File: src/rtl/hilo_md_seq_pkg.sv
// hilo_pkg: shared definitions for the HI/LO multiply/divide sequencer.
//   - operation codes presented on the op bus
//   - FSM state encoding
//   - default iteration count (operand width)
//   - small helpers for op decode and conditional absolute value
package hilo_pkg;

    localparam int unsigned ITER_DEFAULT = 32;

    localparam logic [2:0] MD_MULT  = 3'd0;
    localparam logic [2:0] MD_MULTU = 3'd1;
    localparam logic [2:0] MD_DIV   = 3'd2;
    localparam logic [2:0] MD_DIVU  = 3'd3;
    localparam logic [2:0] MD_MTHI  = 3'd4;
    localparam logic [2:0] MD_MTLO  = 3'd5;

    typedef enum logic [1:0] {
        IDLE = 2'd0,
        RUN  = 2'd1,
        DONE = 2'd2
    } md_state_e;

    // True for the four multi-cycle operations (MULT/MULTU/DIV/DIVU).
    function automatic logic is_md_op(input logic [2:0] op);
        return (op == MD_MULT) || (op == MD_MULTU) || (op == MD_DIV) || (op == MD_DIVU);
    endfunction

    // Magnitude of v when en is set (signed ops); passthrough otherwise.
    function automatic logic [31:0] abs32(input logic [31:0] v, input logic en);
        return (en && v[31]) ? (32'd0 - v) : v;
    endfunction

endpackage

File: src/rtl/hilo_md_seq_if.sv
// hilo_md_seq_if: Exec-stage <-> HI/LO sequencer bus.
//   master (Exec):      drives start, op, srcA, srcB, flush; sees stall, busy, hi, lo
//   slave (sequencer):  the reverse
interface hilo_md_seq_if;

    logic        start;
    logic [2:0]  op;
    logic [31:0] srcA;
    logic [31:0] srcB;
    logic        flush;
    logic        stall;
    logic        busy;
    logic [31:0] hi;
    logic [31:0] lo;

    modport master (
        output start, op, srcA, srcB, flush,
        input  stall, busy, hi, lo
    );

    modport slave (
        input  start, op, srcA, srcB, flush,
        output stall, busy, hi, lo
    );

endinterface

File: src/rtl/hilo_md_seq_md_iter_step.sv
// md_iter_step: one iteration of the multiply/divide datapath.
//   i_mode    0 = shift-add multiply, 1 = restoring divide
//   i_acc     64-bit working accumulator
//              multiply: {partial product, remaining multiplier bits}
//              divide:   {partial remainder, remaining dividend / quotient bits}
//   i_operand multiplicand (multiply) or divisor (divide), magnitudes
//   o_acc     accumulator after this iteration
module md_iter_step (
    input  logic        i_mode,
    input  logic [63:0] i_acc,
    input  logic [31:0] i_operand,
    output logic [63:0] o_acc
);

    logic [32:0] w_mul_sum;
    logic [32:0] w_mul_hi;
    logic [32:0] w_div_rem;
    logic [33:0] w_div_diff;
    logic        w_div_ge;
    logic [31:0] w_div_new_rem;

    always_comb begin
        // Multiply: add multiplicand when the multiplier LSB is set, then shift right.
        w_mul_sum = {1'b0, i_acc[63:32]} + {1'b0, i_operand};
        w_mul_hi  = i_acc[0] ? w_mul_sum : {1'b0, i_acc[63:32]};

        // Divide: shift next dividend bit into the remainder, try subtracting the divisor.
        w_div_rem     = {i_acc[63:32], i_acc[31]};
        w_div_diff    = {1'b0, w_div_rem} - {2'b00, i_operand};
        w_div_ge      = ~w_div_diff[33];
        // Either branch is below the divisor, so 32 bits always hold it.
        w_div_new_rem = w_div_ge ? w_div_diff[31:0] : w_div_rem[31:0];

        if (i_mode) begin
            o_acc = {w_div_new_rem, i_acc[30:0], w_div_ge};
        end else begin
            o_acc = {w_mul_hi, i_acc[31:1]};
        end
    end

endmodule

File: src/rtl/hilo_md_seq.sv
// hilo_md_seq: multi-cycle multiply/divide sequencer owning HI/LO.
//   clk    rising-edge clock
//   reset  asynchronous active-high; clears FSM, counter and HI/LO
//   md     hilo_md_seq_if.slave: start/op/srcA/srcB/flush in, stall/busy/hi/lo out
// Optional feature: define HILO_FAST_MUL_EN for a single-cycle multiplier
// (MULT/MULTU go IDLE->DONE); divide stays iterative.
module hilo_md_seq
    import hilo_pkg::*;
#(
    parameter int unsigned ITER = ITER_DEFAULT
) (
    input  logic         clk,
    input  logic         reset,
    hilo_md_seq_if.slave md
);

    localparam int unsigned CNT_W = (ITER > 1) ? $clog2(ITER) : 1;

    md_state_e          r_state, w_state_nxt;
    logic [CNT_W-1:0]   r_cnt, w_cnt_nxt;
    logic [63:0]        r_acc, w_acc_nxt;
    logic [31:0]        r_operand, w_operand_nxt;
    logic               r_is_div, w_is_div_nxt;
    logic               r_neg_q, w_neg_q_nxt;   // negate product (mult) or quotient (div)
    logic               r_neg_r, w_neg_r_nxt;   // negate remainder (div only)
    logic [31:0]        r_hi, w_hi_nxt;
    logic [31:0]        r_lo, w_lo_nxt;

    logic               w_accept;
    logic               w_md_op;
    logic               w_signed;
    logic               w_div_op;
    logic               w_div_zero;
    logic [31:0]        w_abs_a;
    logic [31:0]        w_abs_b;
    logic [63:0]        w_step_acc;
    logic [63:0]        w_prod_fix;
    logic [31:0]        w_quo_fix;
    logic [31:0]        w_rem_fix;
`ifdef HILO_FAST_MUL_EN
    logic [63:0]        w_fast_prod;
`endif

    md_iter_step u_step (
        .i_mode    (r_is_div),
        .i_acc     (r_acc),
        .i_operand (r_operand),
        .o_acc     (w_step_acc)
    );

    always_comb begin
        w_md_op    = is_md_op(md.op);
        w_signed   = (md.op == MD_MULT) || (md.op == MD_DIV);
        w_div_op   = (md.op == MD_DIV) || (md.op == MD_DIVU);
        w_div_zero = w_div_op && (md.srcB == 32'd0);
        w_abs_a    = abs32(md.srcA, w_signed);
        w_abs_b    = abs32(md.srcB, w_signed);
        w_accept   = (r_state == IDLE) && md.start && !md.flush;

        w_prod_fix = r_neg_q ? (64'd0 - r_acc) : r_acc;
        w_quo_fix  = r_neg_q ? (32'd0 - r_acc[31:0]) : r_acc[31:0];
        w_rem_fix  = r_neg_r ? (32'd0 - r_acc[63:32]) : r_acc[63:32];
    end

`ifdef HILO_FAST_MUL_EN
    always_comb begin
        if (md.op == MD_MULT) begin
            w_fast_prod = $signed({{32{md.srcA[31]}}, md.srcA})
                        * $signed({{32{md.srcB[31]}}, md.srcB});
        end else begin
            w_fast_prod = {32'd0, md.srcA} * {32'd0, md.srcB};
        end
    end
`endif

    always_comb begin
        w_state_nxt   = r_state;
        w_cnt_nxt     = r_cnt;
        w_acc_nxt     = r_acc;
        w_operand_nxt = r_operand;
        w_is_div_nxt  = r_is_div;
        w_neg_q_nxt   = r_neg_q;
        w_neg_r_nxt   = r_neg_r;
        w_hi_nxt      = r_hi;
        w_lo_nxt      = r_lo;

        unique case (r_state)
            IDLE: begin
                if (w_accept) begin
                    if (md.op == MD_MTHI) begin
                        w_hi_nxt = md.srcA;
                    end else if (md.op == MD_MTLO) begin
                        w_lo_nxt = md.srcA;
                    end else if (w_md_op) begin
                        w_cnt_nxt    = '0;
                        w_is_div_nxt = w_div_op;
                        w_neg_q_nxt  = w_signed && (md.srcA[31] ^ md.srcB[31]);
                        w_neg_r_nxt  = w_signed && w_div_op && md.srcA[31];
                        if (w_div_zero) begin
                            // Layout matches {remainder, quotient}; no fix-up applied.
                            w_acc_nxt   = {md.srcA, 32'hFFFF_FFFF};
                            w_neg_q_nxt = 1'b0;
                            w_neg_r_nxt = 1'b0;
                            w_state_nxt = DONE;
                        end else if (w_div_op) begin
                            w_acc_nxt     = {32'd0, w_abs_a};
                            w_operand_nxt = w_abs_b;
                            w_state_nxt   = RUN;
                        end else begin
`ifdef HILO_FAST_MUL_EN
                            w_acc_nxt   = w_fast_prod;
                            w_neg_q_nxt = 1'b0;
                            w_state_nxt = DONE;
`else
                            w_acc_nxt     = {32'd0, w_abs_b};
                            w_operand_nxt = w_abs_a;
                            w_state_nxt   = RUN;
`endif
                        end
                    end
                end
            end
            RUN: begin
                if (md.flush) begin
                    w_state_nxt = IDLE;
                end else begin
                    w_acc_nxt = w_step_acc;
                    w_cnt_nxt = r_cnt + 1'b1;
                    if (r_cnt == CNT_W'(ITER - 1)) begin
                        w_state_nxt = DONE;
                    end
                end
            end
            DONE: begin
                w_state_nxt = IDLE;
                // A flush on the writeback edge suppresses the write.
                if (!md.flush) begin
                    if (r_is_div) begin
                        w_hi_nxt = w_rem_fix;
                        w_lo_nxt = w_quo_fix;
                    end else begin
                        w_hi_nxt = w_prod_fix[63:32];
                        w_lo_nxt = w_prod_fix[31:0];
                    end
                end
            end
            default: w_state_nxt = IDLE;
        endcase
    end

    always_ff @(posedge clk or posedge reset) begin
        if (reset) begin
            r_state   <= IDLE;
            r_cnt     <= '0;
            r_acc     <= '0;
            r_operand <= '0;
            r_is_div  <= 1'b0;
            r_neg_q   <= 1'b0;
            r_neg_r   <= 1'b0;
            r_hi      <= '0;
            r_lo      <= '0;
        end else begin
            r_state   <= w_state_nxt;
            r_cnt     <= w_cnt_nxt;
            r_acc     <= w_acc_nxt;
            r_operand <= w_operand_nxt;
            r_is_div  <= w_is_div_nxt;
            r_neg_q   <= w_neg_q_nxt;
            r_neg_r   <= w_neg_r_nxt;
            r_hi      <= w_hi_nxt;
            r_lo      <= w_lo_nxt;
        end
    end

    assign md.busy  = (r_state != IDLE);
    assign md.stall = md.busy || (md.start && w_md_op && !md.flush);
    assign md.hi    = r_hi;
    assign md.lo    = r_lo;

endmodule

File: src/flat_wrapper.sv
// flat-port wrapper written by rule: the top's interface ports become plain ports
module hilo_md_seq_flat import hilo_pkg::*;
#(
    parameter int unsigned ITER = ITER_DEFAULT
)
  (clk, reset, md_start, md_op, md_srcA, md_srcB, md_flush, md_stall, md_busy, md_hi, md_lo);
  hilo_md_seq_if md_i ();
  input  logic clk;
  input  logic reset;
  input wire logic [$bits(md_i.start)-1:0] md_start;
  input wire logic [$bits(md_i.op)-1:0] md_op;
  input wire logic [$bits(md_i.srcA)-1:0] md_srcA;
  input wire logic [$bits(md_i.srcB)-1:0] md_srcB;
  input wire logic [$bits(md_i.flush)-1:0] md_flush;
  output wire logic [$bits(md_i.stall)-1:0] md_stall;
  output wire logic [$bits(md_i.busy)-1:0] md_busy;
  output wire logic [$bits(md_i.hi)-1:0] md_hi;
  output wire logic [$bits(md_i.lo)-1:0] md_lo;
  assign md_i.start = md_start;
  assign md_i.op = md_op;
  assign md_i.srcA = md_srcA;
  assign md_i.srcB = md_srcB;
  assign md_i.flush = md_flush;
  assign md_stall = md_i.stall;
  assign md_busy = md_i.busy;
  assign md_hi = md_i.hi;
  assign md_lo = md_i.lo;
  hilo_md_seq #(.ITER(ITER)) u_core (.clk(clk), .reset(reset), .md(md_i));
endmodule
File: config.mk
export PLATFORM = sky130hd
export DESIGN_NAME = hilo_md_seq_flat
export DESIGN_NICKNAME = d
export VERILOG_FILES = /design/src/rtl/hilo_md_seq_pkg.sv /design/src/rtl/hilo_md_seq_if.sv /design/src/rtl/hilo_md_seq_md_iter_step.sv /design/src/rtl/hilo_md_seq.sv /design/src/flat_wrapper.sv
export SDC_FILE = /design/constraint.sdc
export NUM_CORES = 1
export LEC_CHECK = 0
export ABC_AREA = 1
export ABC_CLOCK_PERIOD_IN_PS = 6200
export CAP_MARGIN = 20
export CELL_PAD_IN_SITES_DETAIL_PLACEMENT = 1
export CELL_PAD_IN_SITES_GLOBAL_PLACEMENT = 2
export CORE_UTILIZATION = 29
export CTS_BUF_LIST = sky130_fd_sc_hd__clkbuf_8
export DETAILED_ROUTE_END_ITERATION = 16
export PLACE_DENSITY_LB_ADDON = 0.2
export SYNTH_ARGS = -nofsm -noshare
export SYNTH_HDL_FRONTEND = slang
export SYNTH_SLANG_ARGS = --single-unit
File: constraint.sdc
create_clock -name clk -period 6.2 [get_ports clk]
set_input_delay 1.24 -clock clk [delete_from_list [all_inputs] [get_ports clk]]
set_output_delay 1.24 -clock clk [all_outputs]
set_load 0.02 [all_outputs]
==> results by group <==
Power and ir drop
  – Switching Power: 8130 uW
  – Clk network pwr share: under 10%
  – Internal power: between 4000 and 5000 uW
  – Reported leakage power: roughly 0.011 uW
  – Total power density per cell area: 593 mW/mm^2
  – Share of total power consumed by net switching: 63.1%
  – Sequential power share: about a fifth
  – Fraction of power consumed by combinational cells: between 70% and 80%
  – Maximum ir drop on the vdd rail: ~0.23 mV

Final layout
  – Filler cells: 8830
  – Post-layout nets: ~3600
  – Final instance area: approximately 0.022 sq mm
  – Layout overhead on the synthesized area: 13.1%
  – Fraction of layout cells with a size suffix above 1: under 10%

GRT
  – Global Route Usage Sum: around a third
  – Grt total ovfl: 0
  – Initial antenna violation count: 4
  – First-pass GRT wire length: about 160 mm
  – Maximum number of pins on one net before global-route repair: between 80 and 90
  – Number of global-route vias before repair: 23400

Clocking
  – Root buffer cell: clkbuf_8
  – Post-CTS Repair Setup Buffers: 0
  – # clock sinks: 170
  – Maximum buffer depth of the clock tree: 2
  – Number of resized instances in the post-cts repair step: 0
  – Number of buffers inserted during clock tree synthesis: 17
  – Hold bufs inserted after CTS: 0
  – Clk Latency, worst-skew pair: around 0.59 ns
  – Clock transition at path regs: between 0.1 and 0.15 ns
  – Clock tree from TritonCTS: built
  – Number of H-tree levels: 4

Synth
  – Cell area after technology mapping: between 0.015 and 0.02 sq mm
  – Async set or reset register ratio after synthesis: 100%
  – Top cells by area in the synthesized netlist: dfrtp_1 22%, nand2_1 22%, inv_1 9.1%
  – Xor/xnor cell area share of the yosys netlist: between 2 and 3%
  – Proportion of synthesized area in mux cells: 0.0521%
  – Mean instance size in the synthesized netlist: 5.65 sq um
  – Share of the synthesized area in compound gates (AO/OA/AOI/OAI): 15.3%
  – Fraction of the mapped netlist area in adder cells: around 4.8%
  – Number of distinct library cell variants in the gate-level netlist after synthesis: 46
  – Number of nets in the synthesized netlist: roughly 3500
  – Yosys Warn Count: 0
  – Number of flops mapped to enable cells by yosys: 0
  – Combinational family with the most area after synthesis: simple AND/OR/NAND/NOR gates
  – Simple-gate area share of the yosys netlist: approximately 43%
  – Number of cells produced by synthesis: between 3000 and 4000
  – Largest area contributor in the synthesized netlist: dfrtp_1
  – Register area share after synthesis: 22.1%
  – Area share of the leading cell type in the synthesized netlist: 22.1%
  – Post-synthesis sequential element count: between 150 and 200
  – Predominant post-synthesis flop cell: dfrtp_1

Setup path
  – Reg2reg start: u_core.r_state[0]
  – Reg-to-reg setup timing slack: ~2.1 ns
  – Worst reg2reg path endpoint: u_core.r_operand[26]
  – Crit path DAT: 4.63 ns
  – Startpoint type of the worst setup path: flip-flop
  – Crit path kind: reg2reg
  – Element type at the critical path end: flip-flop
  – Required arrival time at the worst endpoint: around 6.7 ns
  – Maximum fanout count along the critical path: 42
  – R2r worst-path depth: 12

Timing
  – RSZ-0062 raised after global routing: no
  – Share of the clock period used by the worst path: around 67%
  – Peak Freq: roughly 240 MHz
  – Final setup vio count: 0
  – Slew at the pin closest to its max-slew limit: 1.10 ns
  – Final total negative setup slack: 0 ns
  – Total count of hold-check failures in the final report: 0
  – Layout Skew: about 0.024 ns
  – Final max-slew violation count: 0
  – Remaining max-slew budget at the tightest pin: 26.4%
  – Minimum clock period: between 4 and 5 ns

Die
  – Top-level port count: around 140
  – Die Wd: 259 microns
  – Starting Density: approximately 29%
  – Site row count: 94
  – Die extent in y: ~260 microns
  – Area of the die: approximately 0.067 sq mm
  – CORE AREA: approximately 0.066 sq mm

Drt
  – DRC Markers: 0
  – Final WL: between 100 and 150 mm
  – First-iteration detailed-routing DRC count: 1805
  – DR pass1 iterations: 5
  – Total number of vias: 23400
  – Average wire per standard cell: around 25 microns
  – DR vias/cell: 5.39
  – Antenna-violating nets left: 0

Run
  – Max-capacitance violation count: 0

Place
  – Count of port buffers added during placement: about 140
  – Routability congestion estimate: 0.954
  – Hpwl dp: 89.2 mm
  – Cell area after placement: approximately 0.021 sq mm

Worst hold path
  – Path class of the lowest-slack min-delay path: reg2reg
  – Worst Hold Depth: 2
  – Origin of the worst min-delay path: u_core.md.lo[29]
  – Hold EP: u_core.md.lo[29]

Outcome
  – Run status: finished, final reports clean
==> cell usage after synthesis, types with 3 or more instances <==
master,instances
nand2_1,1111
inv_1,464
nor2_1,445
nand3_1,304
a21oi_1,202
dfrtp_1,170
o21ai_0,161
ha_1,70
clkbuf_1,66
xor2_1,56
nand4_1,54
a31oi_1,33
nor3_1,24
buf_2,23
o31ai_2,22
o21ai_1,19
buf_1,18
o22ai_1,17
a22oi_1,12
o211ai_1,11
o31ai_1,11
inv_2,10
or2_2,9
xnor2_1,9
nor2_4,8
and2_1,7
buf_4,7
nand2_2,7
nor2_2,7
a211oi_1,6
nand3b_1,6
o21bai_1,6
buf_6,5
nor4_1,4
o21ai_2,3
==> sequential cells by signal, summed over array words and instances, names as in the netlist <==
| register | flops |
|---|---|
| u_core.r_neg_r | 1 |
| u_core.r_cnt | 5 |
| u_core.r_state | 2 |
| u_core.r_neg_q | 1 |
| u_core.r_acc | 64 |
| u_core.r_is_div | 1 |
| u_core.r_operand | 32 |
| u_core.md.hi | 32 |
| u_core.md.lo | 32 |
==> per-stage QoR <==
| stage | instances | utilization (%) | worst slack [ns] | hold WS [ns] | total power (uW) |
|---|---|---|---|---|---|
| after global placement | 4308 | 32.5 | 1.75 | 0.470 | 11800 |
| after CTS | 4340 | 33.1 | 2.08 | 0.497 | 12800 |
| final | 4342 | 33.1 | 2.07 | 0.494 | 12900 |
| after global routing | 4341 | 33.1 | 1.81 | 0.509 | 13800 |
| after detailed placement | 4308 | 32.5 | 1.59 | 0.469 | 11900 |
| after floorplan | 3402 | - | 0.357 | 0.472 | 7960 |
==> layout make-up <==
cell class	instances	area [sq um]	area share (%)
Multi-Input combinational cell	2638	12700	58.3
Antenna cell	2	5.00	0.0230
Sequential cell	170	4260	19.6
Inverter	474	1780	8.21
Tap cell	864	1080	4.97
Clock inverter	15	148	0.679
Clock buffer	17	234	1.08
Timing Repair Buffer	162	1570	7.22
==> power groups by stage <==
stage | registers [uW] | logic [uW] | clock network, uW
finish | 2670 | 9360 | 854
global placement | 2650 | 9120 | 0
floorplan | 2330 | 5630 | 0
global route | 2680 | 10300 | 896
detailed placement | 2650 | 9250 | 0
CTS | 2630 | 9300 | 866
==> worst max-delay path by stage <==
| stage | start | end |
|---|---|---|
| finish | u_core.r_state[0] | u_core.r_operand[26] |
| global route | u_core.r_state[0] | u_core.r_operand[26] |
| CTS | u_core.r_state[0] | u_core.r_operand[26] |
| detailed placement | md_op[0] | u_core.r_acc[27] |
| global placement | md_op[0] | u_core.r_acc[27] |
| floorplan | reset | u_core.md.hi[0] |
==> cell families (layout without fill, tap and decap cells) <==
kind of cell,after synthesis,in the layout
AND/OR/NAND/NOR,1990,1990
multiplexers,1,1
buffers and inverters,594,668
adder cells (fa/ha/maj),72,72
other,0,2
flip-flops,170,170
AO/OA/AOI/OAI,510,510
XOR/XNOR,65,65
==> critical path: stages (launching register included) <==
cell and delay [ns]:
dfrtp_1 0.47, inv_2 0.09, nor2_4 0.80, inv_2 0.14, nor2_4 0.24, inv_2 0.07
o21ai_2 0.09, nand2_4 0.28, nor2_4 0.34, nand2_2 0.42, inv_2 0.66, o21ai_0 0.23
o22ai_1 0.17
==> layer usage <==
metal  vias up  share of wire (%)  routed length [microns]  track usage [%]
met4         4                4.0                     4390             12.6
met2       716                 47                    50500             53.1
li1      11000                  -                        -                -
met3       177                5.0                     5390             3.65
met5         -              0.025                       27                0
met1     11500                 44                    48000             42.4
==> cell usage in the layout (no fill, tap or decap), types with 3 or more instances in the layout <==
master	instances
nand2_1	1110
o21ai_2	3
inv_6	5
inv_1	461
o22ai_1	17
clkbuf_8	17
nand4_1	54
nor2_4	8
a21oi_1	202
nor2_2	7
dfrtp_1	169
inv_2	12
o31ai_1	11
inv_8	4
nand3_1	304
nand3b_1	6
o21ai_1	19
a211oi_1	6
buf_4	25
and2_1	7
o21ai_0	161
o211ai_1	11
nor2_1	445
o31ai_2	22
a22oi_1	12
clkdlybuf4s50_1	136
xnor2_1	9
ha_1	70
nand2_2	7
nor4_1	3
o21bai_1	6
nor3_1	24
a31oi_1	33
xor2_1	56
or2_2	9
Power figures use the tool's default switching activity.
